<file path="config.mk">
export PLATFORM = sky130hd
export DESIGN_NAME = mul_seq_ctrl
export DESIGN_NICKNAME = d
export VERILOG_FILES = /design/src/rtl/mul_seq_ctrl.sv
export SDC_FILE = /design/constraint.sdc
export NUM_CORES = 1
export LEC_CHECK = 0
export ABC_AREA = 0
export CORE_MARGIN = 8
export CORE_UTILIZATION = 47
export DETAILED_ROUTE_END_ITERATION = 10
export MAX_ROUTING_LAYER = met4
export PLACE_DENSITY = 0.81
export REMOVE_ABC_BUFFERS = 1
export SYNTH_ARGS = -nofsm -noshare
export SYNTH_HDL_FRONTEND = slang
export SYNTH_SLANG_ARGS = --single-unit
</file>
<file path="constraint.sdc">
create_clock -name clk -period 1.85 [get_ports clk]
set_input_delay 0.37 -clock clk [delete_from_list [all_inputs] [get_ports clk]]
set_output_delay 0.37 -clock clk [all_outputs]
set_load 0.02 [all_outputs]
</file>
<file path="src/rtl/mul_seq_ctrl.sv">
// Purpose: shift-add multiplier sequencer; borrows one external 32-bit adder to form the low WIDTH bits of op_a*op_b.
// Latency: start edge E0 -> done/product visible after edge E0+WIDTH; next start accepted at E0+WIDTH+2.
// Backpressure: start is ignored while busy (RUN/DONE); there is no queuing, so the caller must wait for busy=0.
module mul_seq_ctrl #(
  parameter int WIDTH = 32
) (
  input  logic             clk,
  input  logic             rst_n,
  input  logic             start,
  input  logic [WIDTH-1:0] op_a,
  input  logic [WIDTH-1:0] op_b,
  output logic             busy,
  output logic             done,
  output logic [WIDTH-1:0] product,
  output logic [WIDTH-1:0] add_a,
  output logic [WIDTH-1:0] add_b,
  input  logic [WIDTH-1:0] add_s
);

  localparam int CNT_W = $clog2(WIDTH) + 1;
  localparam logic [CNT_W-1:0] LAST_CNT = CNT_W'(WIDTH - 1);

  typedef enum logic [1:0] {
    ST_IDLE = 2'd0,
    ST_RUN  = 2'd1,
    ST_DONE = 2'd2
  } state_t;

  state_t           state_q, state_d;
  logic [WIDTH-1:0] m_q, m_d;
  logic [WIDTH-1:0] q_q, q_d;
  logic [WIDTH-1:0] p_q, p_d;
  logic [CNT_W-1:0] cnt_q, cnt_d;
  logic [WIDTH-1:0] product_q, product_d;
  logic             busy_q, busy_d;
  logic             done_q, done_d;

  // Next-state and datapath: one accumulate step per RUN cycle, fixed WIDTH iterations, no early exit.
  always_comb begin
    state_d   = state_q;
    m_d       = m_q;
    q_d       = q_q;
    p_d       = p_q;
    cnt_d     = cnt_q;
    product_d = product_q;
    busy_d    = busy_q;
    done_d    = 1'b0;
    case (state_q)
      ST_IDLE: begin
        busy_d = 1'b0;
        if (start) begin
          m_d     = op_a;
          q_d     = op_b;
          p_d     = '0;
          cnt_d   = '0;
          busy_d  = 1'b1;
          state_d = ST_RUN;
        end
      end
      ST_RUN: begin
        p_d   = add_s;
        m_d   = m_q << 1;
        q_d   = q_q >> 1;
        cnt_d = cnt_q + CNT_W'(1);
        if (cnt_q == LAST_CNT) begin
          product_d = add_s;
          done_d    = 1'b1;
          state_d   = ST_DONE;
        end
      end
      ST_DONE: begin
        busy_d  = 1'b0;
        state_d = ST_IDLE;
      end
      default: begin
        busy_d  = 1'b0;
        state_d = ST_IDLE;
      end
    endcase
  end

  // State register with synchronous reset; reset wins over start and aborts any running multiply.
  always_ff @(posedge clk) begin
    if (!rst_n) begin
      state_q   <= ST_IDLE;
      m_q       <= '0;
      q_q       <= '0;
      p_q       <= '0;
      cnt_q     <= '0;
      product_q <= '0;
      busy_q    <= 1'b0;
      done_q    <= 1'b0;
    end else begin
      state_q   <= state_d;
      m_q       <= m_d;
      q_q       <= q_d;
      p_q       <= p_d;
      cnt_q     <= cnt_d;
      product_q <= product_d;
      busy_q    <= busy_d;
      done_q    <= done_d;
    end
  end

  // Adder operands come only from registered state so the adder path starts at a flop.
  always_comb begin
    add_a = '0;
    add_b = '0;
    if (state_q == ST_RUN) begin
      add_a = p_q;
      add_b = q_q[0] ? m_q : '0;
    end
  end

  assign busy    = busy_q;
  assign done    = done_q;
  assign product = product_q;

endmodule

</file>
Yosys cells after proc, flatten, opt, wreduce, memory -nomap -nowiden --
Index checks and enable logic that the tools add are counted.
Word-level totals: register bits after elaboration 138, latch bits 0, memory bits (writable) 0, memory bits (read-only) 0, bits of input ports 99, word-level logic and storage cells 36, memories kept 0
Cells by class: add/sub/neg operators 1, multiply operators 0, divide/modulo/power cells 0, $lt $le $gt $ge 0, equal/unequal tests 4, shifts and indexed selects 0, muxes and demuxes 17, bitwise logic cells 0, reductions and logical operators 6
Operators with widths (number):
- 2-to-1 mux 32 bit | 6
- case mux 32 bit (2 select lines) | 3
- case mux 6 bit (2 select lines) | 1
- AND reduction 2 bit | 4
- adder 6 x 1 -> 6 bit, second input constant | 1
- equality test 6 x 5 -> 1 bit, second input constant | 1
- 2-to-1 mux 6 bit | 1
- 2-to-1 mux 2 bit | 2
- inequality test 2 bit, second input constant | 2
- case mux 2 bit (2 select lines) | 1
- equality test 2 x 1 -> 1 bit, second input constant | 1
- zero test 2 bit | 1
- 2-to-1 mux 1 bit | 2
- case mux 1 bit (2 select lines) | 1
- nonzero test 2 bit | 1

Longest topological paths before layout --
word-level depth 3, gate-level depth with buffers 6

Worst setup path before layout --
OpenSTA, ideal clock, no wires.
kind register to output, start point register state_q[0], end point output port add_a[10], data arrival time 1160 ps, setup slack 320 ps, cell stages (with the launch flop) 5, buffers on the path 2, path through dfxtp_1 -> and2b_1 -> buf_6 -> clkbuf_1 -> and2_1
Between the ends: longest elaborated chain between the ends 2
RTL lines:
- start: declaration | line 29 | state_t state_q, state_d;
- start signal: assignment | line 94 | state_q <= state_d;
- equality test 2 x 1 -> 1 bit | line 109 | if (state_q == ST_RUN) begin
- 2-to-1 mux 32 bit | line 109
- end: declaration | line 15 | output logic [WIDTH-1:0] add_a,
Every way passes these cells.

Worst setup path in the final report --
start point register state_q[1], end point output port add_b[10]
Between the ends: longest elaborated chain between the ends 2
RTL lines:
- equality test 2 x 1 -> 1 bit | line 109
- 2-to-1 mux 32 bit | line 109
- end: declaration | line 16 | output logic [WIDTH-1:0] add_b,
Every way passes these cells.

==> reports/results.ini <==
[sta]
slew-limit-headroom_pct=44.92
setup_slack_ps=-77.79
finalHoldViolCount=0
timing.fmax_ghz=0.5187
rsz0062_at_grt=yes
period_share_pct=104.2
setup_violations=57
worst_pin_slew_ps=825.6
skew_ps=8.555
timing.final.crit_period_ps=1928
drv_slew=0

[worst_setup_path]
reg2regPathDepth=8
critPathLaunch=state_q[1]$_SDFFE_PN0P_
endpoint_kind=primary output
endpoint=add_b[10]
rr_startpoint=state_q[1]$_SDFFE_PN0P_
crit_required_ps=1480
crit_fanout=14
crit_type=reg2out
reg2reg_slack_ps=120
timing.critical_path.from_type=register
worst_ep_arrival_time_ps=1560
rr_endpoint=p_q[18]$_SDFFE_PN0P_

[cells_and_area]
final-instance-count-excl-fill=1105
drive_above_1_share_pct=21.53
finalInstanceArea_um2=9528
n_fill_cell=903
n_antenna_cell=0
postLayoutCoreUtil_pct=72.52
finalNetCount=1016
syn_to_final_growth_pct=52.09

[synth]
synth_area_per_cell_um2=8.617
ys_seq_area_share_pct=44.10
async_flop_share_pct=0
synth_cells=727
yosysUniqueCellTypes=40
netlist_area_um2=6265
synth_edf_count=0
synthFlopType=dfxtp_1
yosysWarningCount=0
synth-seq-cells=138

[place]
place_inst=1059
gp_congestion=0.8108
placed_area_um2=8432
dp_hpwl_um=12910
io_buffers=196

[routing]
remaining_drc_errors=0
vias=6083
ant_nets=0
drtIter0Drc=540
via_per_inst=5.505
wl_per_cell_um=18.79
routed_wl_um=20770
firstDrtPassIters=5

[clock_network]
cts_buffer_depth=2
cts_buffers=17
clock_latency_ps=420
cts-hold-fix-buffers=0
h-tree-depth=4
cts_tree=built
cts_sinks=138
cts-root-buf=clkbuf_16
path_clk_slew_ps=60

[outcome]
status=finished with violations
violations=negative setup slack

[floorplan]
num_io_pins=197
initial_utilization_pct=47.69
num_rows=42
die_w_um=131.5
fp.dieH_um=131.5
core_um2=13140
dieArea_um2=17280

[pwr]
leakage_uw=0.003749
p_per_area_nw_per_um2=841.1
ir_drop_uv=649.4
p_total_uw=8014

[worst_hold_path]
worstHoldPathCells=3
worstHoldPathType=in2reg

[global_route]
grt_pass1_vias=6133
track_usage_pct=24.04
grt_pass1_wl_um=33040
grt-ovfl-total=0
antenna_found_initial=0
grt_max_degree=47

[run]
cap_violations=0

## through the flow
stage	hold WS [ps]	TNS (ps)	setup WS, ps
floorplan	479.5	-322960	-1957
detailed placement	453.1	-4730	-103.0
finish	422.4	-2603	-77.79
global route	427.6	-5414	-127.6
global placement	442.0	-4027	-83.80
CTS	412.5	-3389	-87.54
## layer usage
| layer | global-route usage (%) | vias up | wire length [um] |
|---|---|---|---|
| met1 | 30.64 | 2851 | 9417 |
| met2 | 35.65 | 255 | 9439 |
| met3 | 6.822 | 27 | 1522 |
| met5 | - | - | 0 |
| met4 | 8.679 | 0 | 386 |
| li1 | - | 2950 | - |
## state kept, by name, summed over array words and instances, names as in the netlist
name     cells
done         1
state_q      2
product     32
q_q         32
cnt_q        6
m_q         32
busy         1
p_q         32
## what timing repair did
item	CTS	global route
pin swaps	23	3
setup endpoints to repair	91	144
gates resized for setup	418	30
setup buffers	5	3
cloned	6	1
## layout by cell type, fill, tap and decap left out, drive strengths merged, types with 8 or more instances in the layout
cell type / instances
o2bb2ai: 50
buf: 110
nor2: 60
mux2i: 34
and3: 34
nor2b: 42
o221a: 8
o21ai: 54
and2: 34
dfxtp: 138
clkbuf: 20
a21oi: 64
clkdlybuf4s50: 130
nand2: 68
a22oi: 34
## where the power goes
part | switching [uW] | internal (uW) | leakage (uW)
logic | 550 | 614 | 0.00231
clock network | 1270 | 2320 | 0.000302
registers | 119 | 3140 | 0.00113
total | 1940 | 6070 | 0.00375
## kinds of logic (layout without fill, tap and decap cells)
kind of cell,count (synthesis),in the layout,share of synthesized area [%]
AND/OR/NAND/NOR,256,257,20.85
AO/OA/AOI/OAI,221,222,23.47
flip-flops,138,138,44.10
buffers and inverters,77,277,5.952
multiplexers,34,34,5.432
adder cells (fa/ha/maj),1,1,0.1997
## critical path, cell delays in order (launching register included)
cell and delay (ps):
dfxtp_2 330, and2b_4 340, buf_12 170, and3_1 180, buf_6 120
## worst min-delay path by stage
stage | slack [ps] | startpoint | to
floorplan | 480 | p_q[0]$_SDFFE_PN0P_ | p_q[0]$_SDFFE_PN0P_
global placement | 440 | product[15]$_SDFFE_PN0P_ | product[15]$_SDFFE_PN0P_
detailed placement | 450 | product[15]$_SDFFE_PN0P_ | product[15]$_SDFFE_PN0P_
CTS | 410 | rst_n | product[28]$_SDFFE_PN0P_
global route | 430 | rst_n | product[28]$_SDFFE_PN0P_
finish | 420 | rst_n | product[30]$_SDFFE_PN0P_
## synth_stat cells, types with 4 or more instances
| cell | n | area (um2) |
|---|---|---|
| and3_1 | 34 | 212.7 |
| o21ai_0 | 32 | 160.2 |
| nor2b_1 | 42 | 262.8 |
| o21ai_1 | 22 | 110.1 |
| nor2_1 | 60 | 225.2 |
| a21oi_1 | 64 | 320.3 |
| o221a_1 | 5 | 56.30 |
| o22ai_1 | 4 | 25.02 |
| dfxtp_1 | 138 | 2763 |
| mux2i_1 | 34 | 340.3 |
| buf_6 | 5 | 56.30 |
| and2_1 | 34 | 212.7 |
| nand2_1 | 68 | 255.2 |
| o2bb2ai_1 | 50 | 437.9 |
| a22oi_1 | 34 | 255.2 |
| clkbuf_1 | 34 | 127.6 |
| buf_2 | 31 | 155.2 |
## area by class of cell
class                      count  area, um2  area share [%]
timing repair buffer         241       2601           27.30
clock buffer                  20      456.7           4.793
sequential                   138       2765           29.02
clock inverter                12      171.4           1.799
multi-input combinational    514       3298           34.62
inverter                       4      15.01          0.1576
tap                          176      220.2           2.311
Power figures use the tool's default switching activity.
